[config.mk]
export PLATFORM = sky130hd
export DESIGN_NAME = if_stage_flat
export DESIGN_NICKNAME = d
export VERILOG_FILES = /design/src/rtl/sys_defs_pkg.sv /design/src/rtl/if_stage_if.sv /design/src/rtl/fetch_queue.sv /design/src/rtl/if_stage.sv /design/src/flat_wrapper.sv
export SDC_FILE = /design/constraint.sdc
export NUM_CORES = 1
export LEC_CHECK = 0
export CORE_MARGIN = 2
export CORE_UTILIZATION = 60
export CTS_BUF_LIST = sky130_fd_sc_hd__clkbuf_4 sky130_fd_sc_hd__clkbuf_8 sky130_fd_sc_hd__clkbuf_16
export CTS_CLUSTER_DIAMETER = 50
export DETAILED_ROUTE_END_ITERATION = 8
export DONT_BUFFER_PORTS = 1
export PLACE_DENSITY = 0.78
export SYNTH_ARGS = -nofsm -noshare
export SYNTH_HDL_FRONTEND = slang
export SYNTH_SLANG_ARGS = --single-unit
[constraint.sdc]
create_clock -name clock -period 13.6 [get_ports clock]
set_input_delay 1.36 -clock clock [delete_from_list [all_inputs] [get_ports clock]]
set_output_delay 1.36 -clock clock [all_outputs]
set_load 0.01 [all_outputs]
[src/rtl/sys_defs_pkg.sv]
// Shared fetch-side definitions: datapath width, default queue depth and the
// packet carried from fetch to decode.
package sys_defs;

  localparam int unsigned XLEN         = 32;
  localparam int unsigned DEF_FQ_DEPTH = 4;

  typedef struct packed {
    logic [XLEN-1:0] PC;
    logic [31:0]     inst;
    logic            pred_taken;
    logic [XLEN-1:0] pred_target;
  } IF_PACKET;

endpackage

[src/rtl/if_stage_if.sv]
// Fetch-stage boundary bundle: BTB/I-cache lookup, back-end redirect and
// the fetch-queue handshake toward decode.
interface if_stage_if;
  import sys_defs::*;

  logic [XLEN-1:0] if_PC;
  logic            btb_taken;
  logic [XLEN-1:0] btb_target_PC;
  logic            icache_valid;
  logic [31:0]     icache_inst;
  logic            redirect_en;
  logic [XLEN-1:0] redirect_PC;
  logic            fq_valid;
  logic [XLEN-1:0] fq_PC;
  logic [31:0]     fq_inst;
  logic            fq_pred_taken;
  logic [XLEN-1:0] fq_pred_target;
  logic            id_ready;

  modport master (
    output if_PC, fq_valid, fq_PC, fq_inst, fq_pred_taken, fq_pred_target,
    input  btb_taken, btb_target_PC, icache_valid, icache_inst, redirect_en, redirect_PC,
           id_ready
  );

  modport slave (
    input  if_PC, fq_valid, fq_PC, fq_inst, fq_pred_taken, fq_pred_target,
    output btb_taken, btb_target_PC, icache_valid, icache_inst, redirect_en, redirect_PC,
           id_ready
  );

endinterface

[src/rtl/fetch_queue.sv]
// Circular FIFO of fetch packets. The head is read straight from registered
// storage, so a push becomes visible no earlier than the following cycle.
module fetch_queue import sys_defs::*; #(
  parameter int unsigned DEPTH = DEF_FQ_DEPTH
) (
  input  logic     clock,
  input  logic     reset,
  input  logic     push,
  input  logic     pop,
  input  logic     flush,
  input  IF_PACKET din,
  output IF_PACKET head,
  output logic     valid,
  output logic     full
);

  localparam int unsigned PtrW = $clog2(DEPTH);

  IF_PACKET        mem_q [DEPTH];
  logic [PtrW-1:0] head_q, tail_q;
  logic [PtrW:0]   count_q;
  logic            push_ok, pop_ok;

  assign valid   = (count_q != '0);
  assign full    = (count_q == (PtrW+1)'(DEPTH));
  assign head    = mem_q[head_q];
  assign pop_ok  = pop && valid;
  assign push_ok = push && (!full || pop_ok);

  always_ff @(posedge clock) begin
    if (reset) begin
      head_q  <= '0;
      tail_q  <= '0;
      count_q <= '0;
      for (int i = 0; i < DEPTH; i++) begin
        mem_q[i] <= '0;
      end
    end else if (flush) begin
      head_q  <= '0;
      tail_q  <= '0;
      count_q <= '0;
    end else begin
      if (push_ok) begin
        mem_q[tail_q] <= din;
        tail_q        <= tail_q + PtrW'(1);
      end
      if (pop_ok) begin
        head_q <= head_q + PtrW'(1);
      end
      case ({push_ok, pop_ok})
        2'b10:   count_q <= count_q + (PtrW+1)'(1);
        2'b01:   count_q <= count_q - (PtrW+1)'(1);
        default: count_q <= count_q;
      endcase
    end
  end

endmodule

[src/rtl/if_stage.sv]
// Instruction-fetch stage: owns the fetch PC, picks redirect / BTB / PC+4 as
// the next PC and enqueues fetched instructions for decode.
module if_stage import sys_defs::*; #(
  parameter int unsigned     FQ_DEPTH = DEF_FQ_DEPTH,
  parameter logic [XLEN-1:0] RESET_PC = '0
) (
  input logic             clock,
  input logic             reset,
  if_stage_if.master      fe
);

  logic [XLEN-1:0] pc_q, pc_d;
  logic [XLEN-1:0] seq_pc, pred_pc;
  logic            pop, push, flush;
  logic            fq_full, fq_head_valid;
  IF_PACKET        enq_pkt, head_pkt;

  assign seq_pc  = pc_q + XLEN'(4);
  assign pred_pc = fe.btb_taken ? fe.btb_target_PC : seq_pc;

  assign flush = fe.redirect_en;
  assign pop   = fq_head_valid && fe.id_ready;
  assign push  = fe.icache_valid && !fe.redirect_en && (!fq_full || pop);

  assign enq_pkt = '{
    PC:          pc_q,
    inst:        fe.icache_inst,
    pred_taken:  fe.btb_taken,
    pred_target: pred_pc
  };

  // Without a push the same address is re-presented to the BTB and I-cache.
  always_comb begin
    pc_d = pc_q;
    if (fe.redirect_en) begin
      pc_d = {fe.redirect_PC[XLEN-1:2], 2'b00};
    end else if (push) begin
      pc_d = pred_pc;
    end
  end

  always_ff @(posedge clock) begin
    if (reset) begin
      pc_q <= RESET_PC;
    end else begin
      pc_q <= pc_d;
    end
  end

  fetch_queue #(
    .DEPTH (FQ_DEPTH)
  ) u_fetch_queue (
    .clock (clock),
    .reset (reset),
    .push  (push),
    .pop   (pop),
    .flush (flush),
    .din   (enq_pkt),
    .head  (head_pkt),
    .valid (fq_head_valid),
    .full  (fq_full)
  );

  assign fe.if_PC          = pc_q;
  assign fe.fq_valid       = fq_head_valid;
  assign fe.fq_PC          = head_pkt.PC;
  assign fe.fq_inst        = head_pkt.inst;
  assign fe.fq_pred_taken  = head_pkt.pred_taken;
  assign fe.fq_pred_target = head_pkt.pred_target;

endmodule

[src/flat_wrapper.sv]
// flat-port wrapper written by rule: the top's interface ports become plain ports
module if_stage_flat import sys_defs::*;
#(
  parameter int unsigned     FQ_DEPTH = DEF_FQ_DEPTH,
  parameter logic [XLEN-1:0] RESET_PC = '0
)
  (clock, reset, fe_if_PC, fe_fq_valid, fe_fq_PC, fe_fq_inst, fe_fq_pred_taken, fe_fq_pred_target, fe_btb_taken, fe_btb_target_PC, fe_icache_valid, fe_icache_inst, fe_redirect_en, fe_redirect_PC, fe_id_ready);
  if_stage_if fe_i ();
  input logic clock;
  input logic reset;
  output wire logic [$bits(fe_i.if_PC)-1:0] fe_if_PC;
  output wire logic [$bits(fe_i.fq_valid)-1:0] fe_fq_valid;
  output wire logic [$bits(fe_i.fq_PC)-1:0] fe_fq_PC;
  output wire logic [$bits(fe_i.fq_inst)-1:0] fe_fq_inst;
  output wire logic [$bits(fe_i.fq_pred_taken)-1:0] fe_fq_pred_taken;
  output wire logic [$bits(fe_i.fq_pred_target)-1:0] fe_fq_pred_target;
  input wire logic [$bits(fe_i.btb_taken)-1:0] fe_btb_taken;
  input wire logic [$bits(fe_i.btb_target_PC)-1:0] fe_btb_target_PC;
  input wire logic [$bits(fe_i.icache_valid)-1:0] fe_icache_valid;
  input wire logic [$bits(fe_i.icache_inst)-1:0] fe_icache_inst;
  input wire logic [$bits(fe_i.redirect_en)-1:0] fe_redirect_en;
  input wire logic [$bits(fe_i.redirect_PC)-1:0] fe_redirect_PC;
  input wire logic [$bits(fe_i.id_ready)-1:0] fe_id_ready;
  assign fe_if_PC = fe_i.if_PC;
  assign fe_fq_valid = fe_i.fq_valid;
  assign fe_fq_PC = fe_i.fq_PC;
  assign fe_fq_inst = fe_i.fq_inst;
  assign fe_fq_pred_taken = fe_i.fq_pred_taken;
  assign fe_fq_pred_target = fe_i.fq_pred_target;
  assign fe_i.btb_taken = fe_btb_taken;
  assign fe_i.btb_target_PC = fe_btb_target_PC;
  assign fe_i.icache_valid = fe_icache_valid;
  assign fe_i.icache_inst = fe_icache_inst;
  assign fe_i.redirect_en = fe_redirect_en;
  assign fe_i.redirect_PC = fe_redirect_PC;
  assign fe_i.id_ready = fe_id_ready;
  if_stage #(.FQ_DEPTH(FQ_DEPTH), .RESET_PC(RESET_PC)) u_core (.clock(clock), .reset(reset), .fe(fe_i));
endmodule
==> out/metrics.csv <==
metric,value,unit
most common cell in the netlist,edfxtp_1,
highest clock rate,171,MHz
worst-skew pair later-pin latency,0.54,ns
"FFs w/ async S/R, synth",0,%
Syn Nets,1489,
Crit path top cell by count,buf_4,
Setup TNS,0,ns
Std-Cell Rows,66,
CTS buffer count,45,
Worst R2R Start,u_core.u_fetch_queue.count_q[0]$_SDFFE_PP0P_,
final worst path period need,5.84,ns
WL final,48900,um
Area after DPL,19800,um^2
H-tree depth,2,
synth top area cells,"edfxtp_1 60%, mux4_2 11%, and3_1 4.4%",
critical path capture point type,register,
post_cts resized,0,
postcts setup bufs,0,
DRC viols,0,
nets,1430,
CTS tree,built,
Setup CP Type,input port to register,
total power,2.93,mW
post-synth top area share,59.7,%
Setup WS post-layout,7.76,ns
global route overflow,0,
Setup crit start,fe_redirect_en,
Netlist cell types,70,
final-report setup violation count,0,
fraction of layout cells with a size suffix above 1,16.3,%
crit-path max cell delay,0.91,ns
WP buf/inv,3,
critical-path cell list,"or2_2, or3_2, nor2_4, buf_4, nand2_2, buf_4, nand2_4, buf_4",
DR WL/cell,27.1,um
pre-CTS WS,7.26,ns
first-pass GRT wire length,72700,um
r2r setup slk,8.48,ns
# clock sinks,429,
hpwl dp,27700,um
Yosys reg bits,429,
clk slew on worst S/H paths,0.06,ns
Post-CTS Hold Buffers,0,
vias in the first global route,11787,
Die W,184,um
CTS max path bufs,3,
Mapped Cells,1384,
mapped cell area,19500,um^2
Synth Flop Type,edfxtp_1,
register area share after synthesis,63.9,%
Ports,232,
CTS Root Cell,clkbuf_16,
"Avg Cell Area, Syn",14.1,um^2
"EDFF count, synth",388,
initial antenna violation count,7,
Core Box Area,32300,um^2
largest net degree at the start of global routing,76,
"Hold Violations, Final",0,
GP Congestion,0.826,
Die Y,184,um
"Max FO, Critical Path",66,
Slew headroom,27.2,%
launching element type of the critical path,input port,
worst reg-to-reg path cell count,8,
"antenna viol nets, final",0,
status,completed,
Pwr Density,138,nW/um^2
Final Core Density,65.9,%
RSZ-0062 raised after global routing,false,
Layout Cells excl Fill,1806,
Hold Slack,0.519,ns
DRT Pass-1 Iters,5,
crit share post-route,42.9,%
Critical Path RT,13.76,ns
Critical Path AT,5.99,ns
Area Growth Syn to Fin,9.04,%
via/cell ratio,6.59,
Synth Warn #,0,
worst hold-check path type,register to register,
dpl cells,1720,
R2R Path End,u_core.u_fetch_queue.mem_q[2][73]$_SDFFCE_PN0P_,
"slowest stage cell, crit path",or3_2,
Leakage Power,7.78,nW
via count,11909,
peak supply drop,0.112,mV
Synth area leader,edfxtp_1,
Worst Max-Slew Pin Slew,1.09,ns
starting density of the core,60.4,%
gate family responsible for the most delay along the worst path,simple AND/OR/NAND/NOR gates,
most frequent cells after synthesis,"388 x edfxtp_1, 149 x nor2_1, 137 x and3_1",
clk_skew,0.0122,ns
gr usage total,28.9,%
Crit path depth,8,
# Max-Cap Violations,0,
die area,34000,um^2
initial DRC count,1341,
fillcell total,2215,
fin area,21300,um^2
# port buffers,0,
final slew viol count,0,
CP Capture Point,u_core.u_fetch_queue.mem_q[2][73]$_SDFFCE_PN0P_,
-- worst min-delay path by stage --
stage	from	end	depth (start not counted)
final	u_core.u_fetch_queue.count_q[2]$_SDFFE_PP0P_	u_core.u_fetch_queue.count_q[2]$_SDFFE_PP0P_	2
after global placement	u_core.u_fetch_queue.count_q[2]$_SDFFE_PP0P_	u_core.u_fetch_queue.count_q[2]$_SDFFE_PP0P_	2
after detailed placement	u_core.u_fetch_queue.count_q[2]$_SDFFE_PP0P_	u_core.u_fetch_queue.count_q[2]$_SDFFE_PP0P_	2
after CTS	u_core.u_fetch_queue.count_q[2]$_SDFFE_PP0P_	u_core.u_fetch_queue.count_q[2]$_SDFFE_PP0P_	2
after floorplan	u_core.u_fetch_queue.count_q[2]$_SDFFE_PP0P_	u_core.u_fetch_queue.count_q[2]$_SDFFE_PP0P_	2
after global routing	u_core.u_fetch_queue.count_q[2]$_SDFFE_PP0P_	u_core.u_fetch_queue.count_q[2]$_SDFFE_PP0P_	2
-- state kept, by name, summed over array words and instances, names as in the netlist, named ones only --
register / flops
u_core.u_fetch_queue.mem_q: 388
u_core.u_fetch_queue.head_q: 2
u_core.fe.if_PC: 32
u_core.u_fetch_queue.count_q: 3
u_core.u_fetch_queue.tail_q: 2
-- layer usage --
layer  up-vias  routed length (um)  track usage (%)
li1       5155                   -                -
met1      5936               17700             37.8
met2       691               23800             46.9
met3       123                5890             8.34
met4         4                1430             9.38
met5         -                  30                0
-- power breakdown --
part / internal, mW / switching [mW] / leakage, nW / total (mW)
logic: 0.0549 / 0.111 / 2.67 / 0.166
registers: 1.50 / 0.0417 / 4.36 / 1.54
clock network: 0.732 / 0.493 / 0.750 / 1.22
total: 2.28 / 0.645 / 7.78 / 2.93
-- placed cells by master (no fill, tap or decap), types with 5 or more instances in the layout --
master       n
a211oi_1    12
o21ai_0     18
inv_1        9
nand2b_1     9
and3_1     136
nor2_1     149
and4_1       6
nor3_1      33
mux2i_1     10
and2_1     129
clkbuf_16   47
dfxtp_1     38
a32oi_1      6
clkbuf_4    11
xor2_1      13
nand3b_1     5
edfxtp_1   388
clkinv_1     8
o211ai_1     6
nor3b_1     10
nand4_1      8
xnor2_1      8
nand2_1     34
o31ai_1      5
a21oi_1     19
clkinv_2     7
nor2b_1     11
nand3_1     11
mux4_2      97
buf_4       21
-- tightest hold or removal path, delay by kind of cell (launching register included) --
kind	cells	cell delay (ns)
flip-flops	1	0.33
AO/OA/AOI/OAI	2	0.14
-- kinds of logic (layout without fill, tap and decap cells) --
group | count (synthesis) | count (layout) | synth area share, %
xor+xnor | 21 | 21 | 0.943
simple gates | 570 | 570 | 16.1
flops | 429 | 429 | 63.9
compound gates | 114 | 114 | 4.24
fa+ha+maj | 3 | 3 | 0.231
mux | 108 | 108 | 11.8
other cells | 0 | 4 | 0
buf+inv | 139 | 115 | 2.84
-- final cells by class --
| class | count | area [um^2] | area share [%] |
|---|---|---|---|
| antenna | 4 | 10.0 | 0.0470 |
| clock buffer | 62 | 1310 | 6.17 |
| clock inverter | 20 | 173 | 0.811 |
| inverter | 12 | 45.0 | 0.212 |
| multi-input combinational | 816 | 6550 | 30.8 |
| sequential | 429 | 12500 | 58.7 |
| tap | 442 | 553 | 2.60 |
| timing repair buffer | 21 | 158 | 0.741 |
Power figures use the tool's default switching activity.
